### config.mk
export PLATFORM = sky130hd
export DESIGN_NAME = redirect_flush_ctrl
export DESIGN_NICKNAME = d
export VERILOG_FILES = /design/src/rtl/redirect_flush_ctrl.sv
export SDC_FILE = /design/constraint.sdc
export NUM_CORES = 1
export LEC_CHECK = 0
export BUFFER_PORTS_ARGS = -buffer_cell sky130_fd_sc_hd__buf_2
export CORE_MARGIN = 2
export CORE_UTILIZATION = 30
export CTS_BUF_LIST = sky130_fd_sc_hd__clkbuf_4
export DETAILED_ROUTE_END_ITERATION = 12
export MAX_ROUTING_LAYER = met4
export SLEW_MARGIN = 20
export SYNTH_ARGS = -nofsm -noshare
export SYNTH_HDL_FRONTEND = slang
export SYNTH_SLANG_ARGS = --single-unit
export TNS_END_PERCENT = 100
### constraint.sdc
create_clock -name clk -period 5 [get_ports clk]
set_input_delay 0.5 -clock clk [delete_from_list [all_inputs] [get_ports clk]]
set_output_delay 0.5 -clock clk [all_outputs]
set_load 0.1 [all_outputs]
### src/rtl/redirect_flush_ctrl.sv
// -----------------------------------------------------------------------------
// redirect_flush_ctrl
//
// Sequences pipeline recovery after the ROB retires a mispredicted branch/jalr.
// An accepted redirect produces the following sequence:
//   1. a one-cycle flush pulse to RAT (ARF/ROB + tag tables), ROB, IIQ, LSQ and
//      IFIFO;
//   2. the latched redirect PC, presented to fetch over a valid/ready handshake;
//   3. a wait for the LSU to drain, bounded by DRAIN_TIMEOUT cycles;
//   4. a settle window of SETTLE_CYCLES cycles.
// Dispatch stays stalled from acceptance until the FSM is back in IDLE.
//
// Parameters
//   SETTLE_CYCLES  stall cycles after drain, before dispatch resumes (>=1)
//   DRAIN_TIMEOUT  max cycles spent in DRAIN before a forced exit (>=1)
//   CNT_WIDTH      width of redirect_cnt
//
// Ports
//   clk                  in   rising-edge clock
//   rst_aL               in   asynchronous active-low reset
//   rob_redirect_valid   in   ROB retiring a mispredicted branch (1-cycle pulse)
//   rob_redirect_pc      in   correct next PC
//   lsu_busy             in   LSU has a load/store in flight
//   fetch_redirect_ready in   fetch accepts the redirect this cycle
//   flush                out  pipeline flush pulse
//   fetch_redirect_valid out  redirect PC valid to fetch
//   fetch_redirect_pc    out  latched redirect PC
//   dispatch_stall       out  blocks the dispatch handshake
//   state_o              out  current FSM state (debug)
//   redirect_cnt         out  accepted redirects, saturating
//   overlap_err          out  sticky: a redirect arrived while not IDLE
//   drain_timeout_err    out  sticky: DRAIN exited on timeout
//
// Every output is a decode of registered state, so none of them has a
// combinational path from an input.
// -----------------------------------------------------------------------------
module redirect_flush_ctrl #(
  parameter int SETTLE_CYCLES = 2,
  parameter int DRAIN_TIMEOUT = 64,
  parameter int CNT_WIDTH     = 16
) (
  input  logic                 clk,
  input  logic                 rst_aL,
  input  logic                 rob_redirect_valid,
  input  logic [31:0]          rob_redirect_pc,
  input  logic                 lsu_busy,
  input  logic                 fetch_redirect_ready,
  output logic                 flush,
  output logic                 fetch_redirect_valid,
  output logic [31:0]          fetch_redirect_pc,
  output logic                 dispatch_stall,
  output logic [2:0]           state_o,
  output logic [CNT_WIDTH-1:0] redirect_cnt,
  output logic                 overlap_err,
  output logic                 drain_timeout_err
);

  typedef enum logic [2:0] {
    IDLE   = 3'd0,
    FLUSH  = 3'd1,
    REDIR  = 3'd2,
    DRAIN  = 3'd3,
    SETTLE = 3'd4
  } state_t;

  // DRAIN and SETTLE are never active together, so a single phase counter
  // serves both. It is cleared on entry to either state and counts up to
  // the last cycle of that state. It never wraps.
  localparam int CNT_MAX = (DRAIN_TIMEOUT > SETTLE_CYCLES) ? DRAIN_TIMEOUT
                                                           : SETTLE_CYCLES;
  localparam int PW      = (CNT_MAX > 1) ? $clog2(CNT_MAX) : 1;

  localparam logic [PW-1:0] DRAIN_LAST  = PW'(DRAIN_TIMEOUT - 1);
  localparam logic [PW-1:0] SETTLE_LAST = PW'(SETTLE_CYCLES - 1);

  state_t        state_q, state_d;
  logic [PW-1:0] phase_q, phase_d;
  logic [31:0]   pc_q;
  logic          accept;       // redirect taken in IDLE this cycle
  logic          overlap;      // redirect seen outside IDLE, ignored
  logic          drain_expire; // DRAIN left because the timeout was reached

  // ---------------------------------------------------------------------------
  // Next-state logic
  // ---------------------------------------------------------------------------
  always_comb begin
    // NOTE: every signal written here gets a default first, so that no branch
    // can leave a signal unassigned and infer a latch.
    state_d      = state_q;
    phase_d      = phase_q;
    accept       = 1'b0;
    overlap      = 1'b0;
    drain_expire = 1'b0;

    unique case (state_q)
      IDLE: begin
        if (rob_redirect_valid) begin
          accept  = 1'b1;
          state_d = FLUSH;
        end
      end

      FLUSH: begin
        state_d = REDIR;
      end

      REDIR: begin
        // Fetch may hold off indefinitely. The PC stays stable meanwhile
        // because it comes from pc_q.
        if (fetch_redirect_ready) begin
          phase_d = '0;
          state_d = lsu_busy ? DRAIN : SETTLE;
        end
      end

      DRAIN: begin
        if (!lsu_busy) begin
          phase_d = '0;
          state_d = SETTLE;
        end else if (phase_q == DRAIN_LAST) begin
          drain_expire = 1'b1;
          phase_d      = '0;
          state_d      = SETTLE;
        end else begin
          phase_d = phase_q + 1'b1;
        end
      end

      SETTLE: begin
        // The entry cycle counts as the first settle cycle.
        if (phase_q == SETTLE_LAST) begin
          state_d = IDLE;
        end else begin
          phase_d = phase_q + 1'b1;
        end
      end

      default: begin
        state_d = IDLE;
        phase_d = '0;
      end
    endcase

    // A redirect is accepted only when the FSM is in IDLE at the sampling
    // edge. That includes the last SETTLE cycle, which drops the redirect.
    // The flush already issued kills whatever younger op retired.
    if (rob_redirect_valid && (state_q != IDLE)) begin
      overlap = 1'b1;
    end
  end

  // ---------------------------------------------------------------------------
  // State registers
  // ---------------------------------------------------------------------------
  // NOTE: sequential state uses non-blocking assignments only, so every
  // register samples the pre-edge values of the others regardless of order.
  always_ff @(posedge clk or negedge rst_aL) begin
    if (!rst_aL) begin
      state_q           <= IDLE;
      phase_q           <= '0;
      pc_q              <= '0;
      redirect_cnt      <= '0;
      overlap_err       <= 1'b0;
      drain_timeout_err <= 1'b0;
    end else begin
      state_q <= state_d;
      phase_q <= phase_d;

      if (accept) begin
        pc_q <= rob_redirect_pc;
        if (redirect_cnt != '1) begin
          redirect_cnt <= redirect_cnt + 1'b1;
        end
      end

      // Sticky until reset.
      if (overlap) begin
        overlap_err <= 1'b1;
      end
      if (drain_expire) begin
        drain_timeout_err <= 1'b1;
      end
    end
  end

  // ---------------------------------------------------------------------------
  // Output decodes
  // ---------------------------------------------------------------------------
  assign flush                = (state_q == FLUSH);
  assign fetch_redirect_valid = (state_q == REDIR);
  assign fetch_redirect_pc    = pc_q;
  assign dispatch_stall       = (state_q != IDLE);
  assign state_o              = state_q;

endmodule

==> results.ini, run 1 <==
[sta]
min_period_ns=2.29
grt_setup_unrepaired=no
worst_slew_pin_slew_ns=0.770
clock_skew_ns=0.0159
fmax_ghz=0.438
finalSetupTns_ns=0
setup_violations=0
finalHoldViolCount=0
report.final.slew_viol_count=0
slew_headroom_pct=48.5
period_share_pct=45.7

[grt]
grt_pass1_wl_um=10500
busiest_layer=met2
use_met3_pct=5.73
grt_util_met1_pct=16.8
use_met2_pct=21.6
grt_max_degree=60
grt.overflow.total=0
grt_pass1_vias=2162
track_usage_pct=13.9
grt_antenna_before_repair=0

[logic_synthesis]
synthDistinctLibCells=40
avgSynthCellArea_um2=9.56
syn_nets=317
yosys_warnings=0
ys_ff_latch=59
netlist_area_um2=2650
synth_cells=277
synth.yosys.seq_area_share_pct=55.8

[floorplan]
core-area_um2=8640
die-area_um2=9590
top_level_ports=93
core.rowCount=34
die_w_um=97.9
initial_core_util_pct=30.7
fp.dieH_um=97.9

[cells_and_area]
num-fill-cells=880
multiInputGateArea_um2=1100
nets=409
drive_gt1_share_pct=29.6
n_antenna_cell=0
synthToLayoutAreaGrowth_pct=25.1
seqCellArea_um2=1480

[routing]
drc=0
drt-total-wl_um=6140
vias=2256
vias_per_cell=4.70
ant_nets=0
drt-initial-drc-count=79
wire_per_inst_um=12.8
firstDrtPassIters=4

[clock_tree]
clk_transition_reported_paths_ns=0.10
cts_setup_buffers=0
cts_sinks=59
tritoncts=yes
clockRootBuffer=clkbuf_4
cts-htree-levels=3
numCtsBuffers=9
clockBufferDepth=2
hold_buffers=0
clk_latency_ns=0.39
cts.repair.resized=0

[hold_path]
worstHoldPathType=primary input to asynchronous set/reset pin

[setup_path]
reg2reg_depth=4
startpoint_type=flip-flop
cp_max_fo=10
crit_type=flip-flop to primary output
end_kind=primary output
cp.required_ns=4.50
crit_arrival_ns=1.79

[run]
drv_cap=0

[place]
place_congestion=0.784
dpl.hpwl_um=4240
port_buffers=92

[status]
outcome=complete, no violations

critical path, cell delays in order (launching register included):
cell and delay (ns):
dfrtp_1 0.54, nor2b_1 0.26, nor2b_1 0.16, buf_2 0.44
kinds of logic (layout without fill, tap and decap cells):
logic type	after synthesis	count (layout)	share of synthesized area (%)
adder cells (fa/ha/maj)	3	3	1.42
AND/OR/NAND/NOR	160	160	28.9
multiplexers	2	2	0.803
XOR/XNOR	14	14	4.63
flip-flops	59	59	55.8
buffers and inverters	15	110	2.84
AO/OA/AOI/OAI	24	24	5.67
synth_stat cells, drive strengths merged:
| cell | n | share of area [%] |
|---|---|---|
| inv | 2 | 0.28 |
| nor2 | 6 | 0.95 |
| or4b | 1 | 0.52 |
| o21ai | 6 | 1.1 |
| or3 | 2 | 0.47 |
| dfrtp | 59 | 56 |
| ha | 3 | 1.4 |
| nand2 | 106 | 15 |
| and4 | 1 | 0.33 |
| a21o | 2 | 0.57 |
| a22oi | 1 | 0.28 |
| o22ai | 1 | 0.24 |
| mux2 | 1 | 0.43 |
| o21bai | 1 | 0.28 |
| nor4 | 5 | 2.3 |
| a31oi | 4 | 0.95 |
| buf | 5 | 1.4 |
| nor3 | 5 | 0.95 |
| and3 | 3 | 0.71 |
| xnor2 | 5 | 1.7 |
| and4b | 1 | 0.38 |
| nand2b | 2 | 0.47 |
| o31ai | 2 | 0.57 |
| nand3 | 11 | 2.1 |
| a32o | 1 | 0.38 |
| nor4b | 2 | 0.90 |
| or4 | 1 | 0.28 |
| mux2i | 1 | 0.38 |
| nand4 | 8 | 1.9 |
| o2111ai | 1 | 0.33 |
| xor2 | 9 | 3.0 |
| nand4b | 1 | 0.33 |
| nor3b | 2 | 0.57 |
| a21oi | 5 | 0.95 |
| clkbuf | 8 | 1.1 |
| nor2b | 3 | 0.71 |
per-stage QoR:
step	hold WS, ns	utilization (%)	setup slack [ns]	cell area [µm²]	instances
after global placement	0.440	37.0	2.86	3200	466
final	0.245	38.4	2.71	3310	480
after floorplan	0.204	-	0.981	2650	277
after detailed placement	0.443	37.0	2.84	3200	466
after CTS	0.244	38.4	2.69	3310	480
after global routing	0.243	38.4	2.57	3310	480
layout by cell type (no fill, tap or decap), types with 3 or more instances in the layout:
| cell type | instances |
|---|---|
| nand2_1 | 106 |
| buf_2 | 92 |
| dfrtp_1 | 59 |
| nand3_1 | 11 |
| xor2_1 | 9 |
| clkbuf_4 | 9 |
| nand4_1 | 8 |
| o21ai_0 | 6 |
| a21oi_1 | 5 |
| nor2_1 | 5 |
| nor3_1 | 5 |
| xnor2_1 | 5 |
| a31oi_1 | 4 |
| nor2b_1 | 3 |
| and3_1 | 3 |
| nor4_1 | 3 |
| ha_1 | 3 |
| clkinv_1 | 3 |
layer usage:
metal  share of wire [%]  vias to the layer above
li1                    -                     1113
met5                   0                        -
met2                  47                       67
met3                 6.7                        9
met1                  45                     1067
met4                 1.3                        0
final cells by class:
type	instances	area share (%)
flip-flops and latches	59	44.6
multi-input cells	203	33.3
repair buffers	94	14.4
well taps	108	4.08
clock buffers	9	2.04
clock inverters	5	1.40
inverters	2	0.227
state kept, by name, summed over array words and instances (netlist names):
signal,cells
drain_timeout_err,1
fetch_redirect_pc,32
overlap_err,1
phase_q,6
redirect_cnt,16
state_o,3
worst paths after layout:
kind	startpoint	endpoint	slack, ns
worst max-delay path	state_o[1]	fetch_redirect_valid	2.71
worst min-delay path	rst_aL	redirect_cnt[13]	0.24
worst max register to register	state_o[2]	redirect_cnt[13]	2.84
worst min register to register	overlap_err	overlap_err	0.46
max in group asynchronous	rst_aL	phase_q[4]	4.25
min in group clk	rob_redirect_pc[21]	fetch_redirect_pc[21]	0.29
Power of run 1 is not shown: default switching activity piles up to over one toggle a cycle in this logic, so the estimate is an artifact.
==> run 2, diff against run 1 <==
ABC_AREA = 1   (was unset)
clock period = 1.85 ns   (was 5 ns; I/O delays follow)
==> results.ini, run 2 <==
[sta]
whs_ns=0.0296  ; was 0.245 ns
worst_slew_pin_slew_ns=0.495  ; was 0.770 ns
fmax_ghz=0.582
clock_skew_ns=0.00586  ; was 0.0159 ns
report.final.slew_viol_count=0  ; unchanged
period_share_pct=92.8
finalHoldViolCount=0  ; unchanged
min_period_ns=1.72
grt_setup_unrepaired=no  ; unchanged
slew_headroom_pct=67.2  ; was 48.5%
setup_violations=0  ; unchanged

[setup_path]
slowest_delay_ns=0.53  ; was 0.54 ns
crit_type=flip-flop to primary output  ; unchanged
end_kind=primary output  ; unchanged
startpoint_type=flip-flop  ; unchanged
crit_arrival_ns=1.53  ; was 1.79 ns
crit_path_frequent_cell=nor2_4  ; was nor2b_1
slowest_stage=dfrtp_4  ; was dfrtp_1
cp_top_family=flip-flops  ; unchanged
cp_max_fo=5  ; was 10
crit_buf_inv=2  ; was 1
path_cells=nor2_4 > inv_1 > nor2_4 > buf_6  ; was nor2b_1 > nor2b_1 > buf_2
cp.required_ns=1.66  ; was 4.50 ns

[logic_synthesis]
synth_simple_gate_area_share_pct=35.1  ; was 28.9%
netlist_area_um2=2930  ; was 2650 µm²
netlist_top_cells_count=175 x nand2_1, 59 x dfrtp_1, 28 x nor2_1  ; was 106 x nand2_1, 59 x dfrtp_1, 11 x nand3_1
synth_edf_count=0  ; unchanged
synth_cells=374  ; was 277
yosys_warnings=0  ; unchanged
synth.area.top_cells=dfrtp_1 50%, nand2_1 22%, nor2_1 3.6%, inv_1 3.5%, nand3_1 2.7%  ; was dfrtp_1 56%, nand2_1 15%, xor2_1 3.0%, nand3_1 2.1%, nand4_1 1.9%
yosys.area.top_type=dfrtp_1  ; unchanged
avgSynthCellArea_um2=7.84  ; was 9.56 µm²
synth_top_cell_area_share_pct=50.4  ; was 55.8%
ys_ff_latch=59  ; unchanged
synthDistinctLibCells=30  ; was 40
synthMuxAreaShare_pct=0  ; was 0.803%
synthXorXnorAreaFrac_pct=2.99  ; was 4.63%
ys.flop_type=dfrtp_1  ; unchanged
synthAdderAreaFrac_pct=1.28  ; was 1.42%
syn_nets=414  ; was 317
synthArstFlopShare_pct=100  ; unchanged
synth-compound-area-share_pct=4.14  ; was 5.67%
synth_most_common_cell=nand2_1  ; unchanged
synth_top_family_by_area=simple AND/OR/NAND/NOR gates  ; unchanged
synth.yosys.seq_area_share_pct=50.4  ; was 55.8%

[cells_and_area]
largest_reg_flops=32  ; unchanged
final_common_cell=nand2_1  ; unchanged
most-common-layout-cells=173 x nand2_1, 90 x buf_2, 40 x dfrtp_1  ; was 106 x nand2_1, 92 x buf_2, 59 x dfrtp_1
synthToLayoutAreaGrowth_pct=40.8  ; was 25.1%
drive_gt1_share_pct=30.4  ; was 29.6%
nets=545  ; was 409
fin_util_pct=42.8  ; was 38.4%

[grt]
grt_pass1_vias=2732  ; was 2162
grt_pass1_wl_um=12400  ; was 10500 µm
track_usage_pct=15.4  ; was 13.9%
grt_antenna_before_repair=1  ; was 0
grt_max_degree=60  ; unchanged
grt.overflow.total=0  ; unchanged

[floorplan]
core-area_um2=9640  ; was 8640 µm²
top_level_ports=93  ; unchanged
die_w_um=103  ; was 97.9 µm
initial_core_util_pct=30.4  ; was 30.7%
core.rowCount=36  ; was 34
die-area_um2=10600  ; was 9590 µm²
fp.dieH_um=103  ; was 97.9 µm

[clock_tree]
clk_latency_ns=0.39  ; about the same
cts_setup_buffers=0  ; unchanged
clockRootBuffer=clkbuf_4  ; unchanged
clk_transition_reported_paths_ns=0.10  ; about the same
cts_sinks=59  ; unchanged
tritoncts=yes  ; unchanged
numCtsBuffers=9  ; unchanged
cts-htree-levels=3  ; unchanged
clockBufferDepth=2  ; unchanged

[routing]
vias=2795  ; was 2256
firstDrtPassIters=4  ; unchanged
drt-total-wl_um=7390  ; was 6140 µm
wire_per_inst_um=11.5  ; was 12.8 µm
ant_nets=0  ; unchanged
drt-initial-drc-count=60  ; was 79
vias_per_cell=4.34  ; was 4.70
drc=0  ; unchanged

[status]
outcome=complete, no violations  ; unchanged

[place]
place_congestion=0.831  ; was 0.784
port_buffers=92  ; unchanged
dpl.hpwl_um=4920  ; was 4240 µm

[run]
drv_cap=0  ; unchanged

[hold_path]
worstHoldPathType=primary input to flip-flop  ; was primary input to asynchronous set/reset pin

==> run 2: cell count changes after synthesis, moves of 4 or more <==
| cell | change |
|---|---|
| nand3_1 | +5 |
| inv_1 | +25 |
| nor3_1 | -5 |
| o21ai_0 | +7 |
| nand2_1 | +69 |
| nor2_4 | +4 |
| a31oi_1 | -4 |
| clkbuf_1 | -5 |
| nor2_1 | +23 |
| nand3_2 | +4 |
==> run 2: cell families (layout without fill, tap and decap cells) <==
group	after synthesis	count (layout)
buffers and inverters	40	176
AND/OR/NAND/NOR	240	240
XOR/XNOR	10	10
flip-flops	59	59
adder cells (fa/ha/maj)	3	3
other	0	1
AO/OA/AOI/OAI	22	22
==> run 2: area by class of cell <==
class	instances	area (µm²)
multi-input combinational	275	1300
timing repair buffer	128	835
antenna	1	2.50
clock buffer	10	75.1
sequential	59	1510
clock inverter	6	104
fill	998	5510
inverter	32	131
tap	133	166
==> run 2: timing repair <==
item                                    in CTS  in global routing
hold endpoints to repair                    91                  0
hold buffers                                33                  0
pin swaps                                    0                  0
endpoints found under the setup margin       2                  2
gates resized for setup                      2                  2
==> run 2: path summary, 6_finish.rpt <==
| path | slack (ns) | start | depth (start not counted) | end |
|---|---|---|---|---|
| worst min register to register | 0.47 | overlap_err | 1 | overlap_err |
| worst max register to register | 0.16 | redirect_cnt[0] | 9 | redirect_cnt[4] |
| worst max-delay path | 0.13 | state_o[2] | 4 | flush |
| max in group asynchronous | 1.24 | rst_aL | 3 | redirect_cnt[0] |
| worst min-delay path | 0.03 | rob_redirect_valid | 2 | overlap_err |
| min in group asynchronous | 0.32 | rst_aL | 3 | fetch_redirect_pc[1] |
==> run 2: metal layers <==
| layer | track usage [%] | share of wire, % | routed length, µm | vias up |
|---|---|---|---|---|
| met5 | - | 0 | 0 | - |
| met4 | 8.10 | 2.0 | 149 | 0 |
| met3 | 2.78 | 3.3 | 243 | 13 |
| met2 | 25.2 | 50 | 3730 | 64 |
| met1 | 17.9 | 44 | 3270 | 1306 |
| li1 | - | - | - | 1412 |
==> run 2: metrics by stage <==
stage	cells	setup WS (ns)	setup TNS, ns	instance area, µm²
2_1_floorplan	374	-0.00801	-0.0173	2990
3_3_place_gp	594	0.215	0	3600
3_5_place_dp	594	0.163	0	3600
4_1_cts	643	0.0433	0	4120
5_1_grt	644	0.0227	0	4130
6_report	644	0.133	0	4130
Power of run 2 is left out for the same reason.
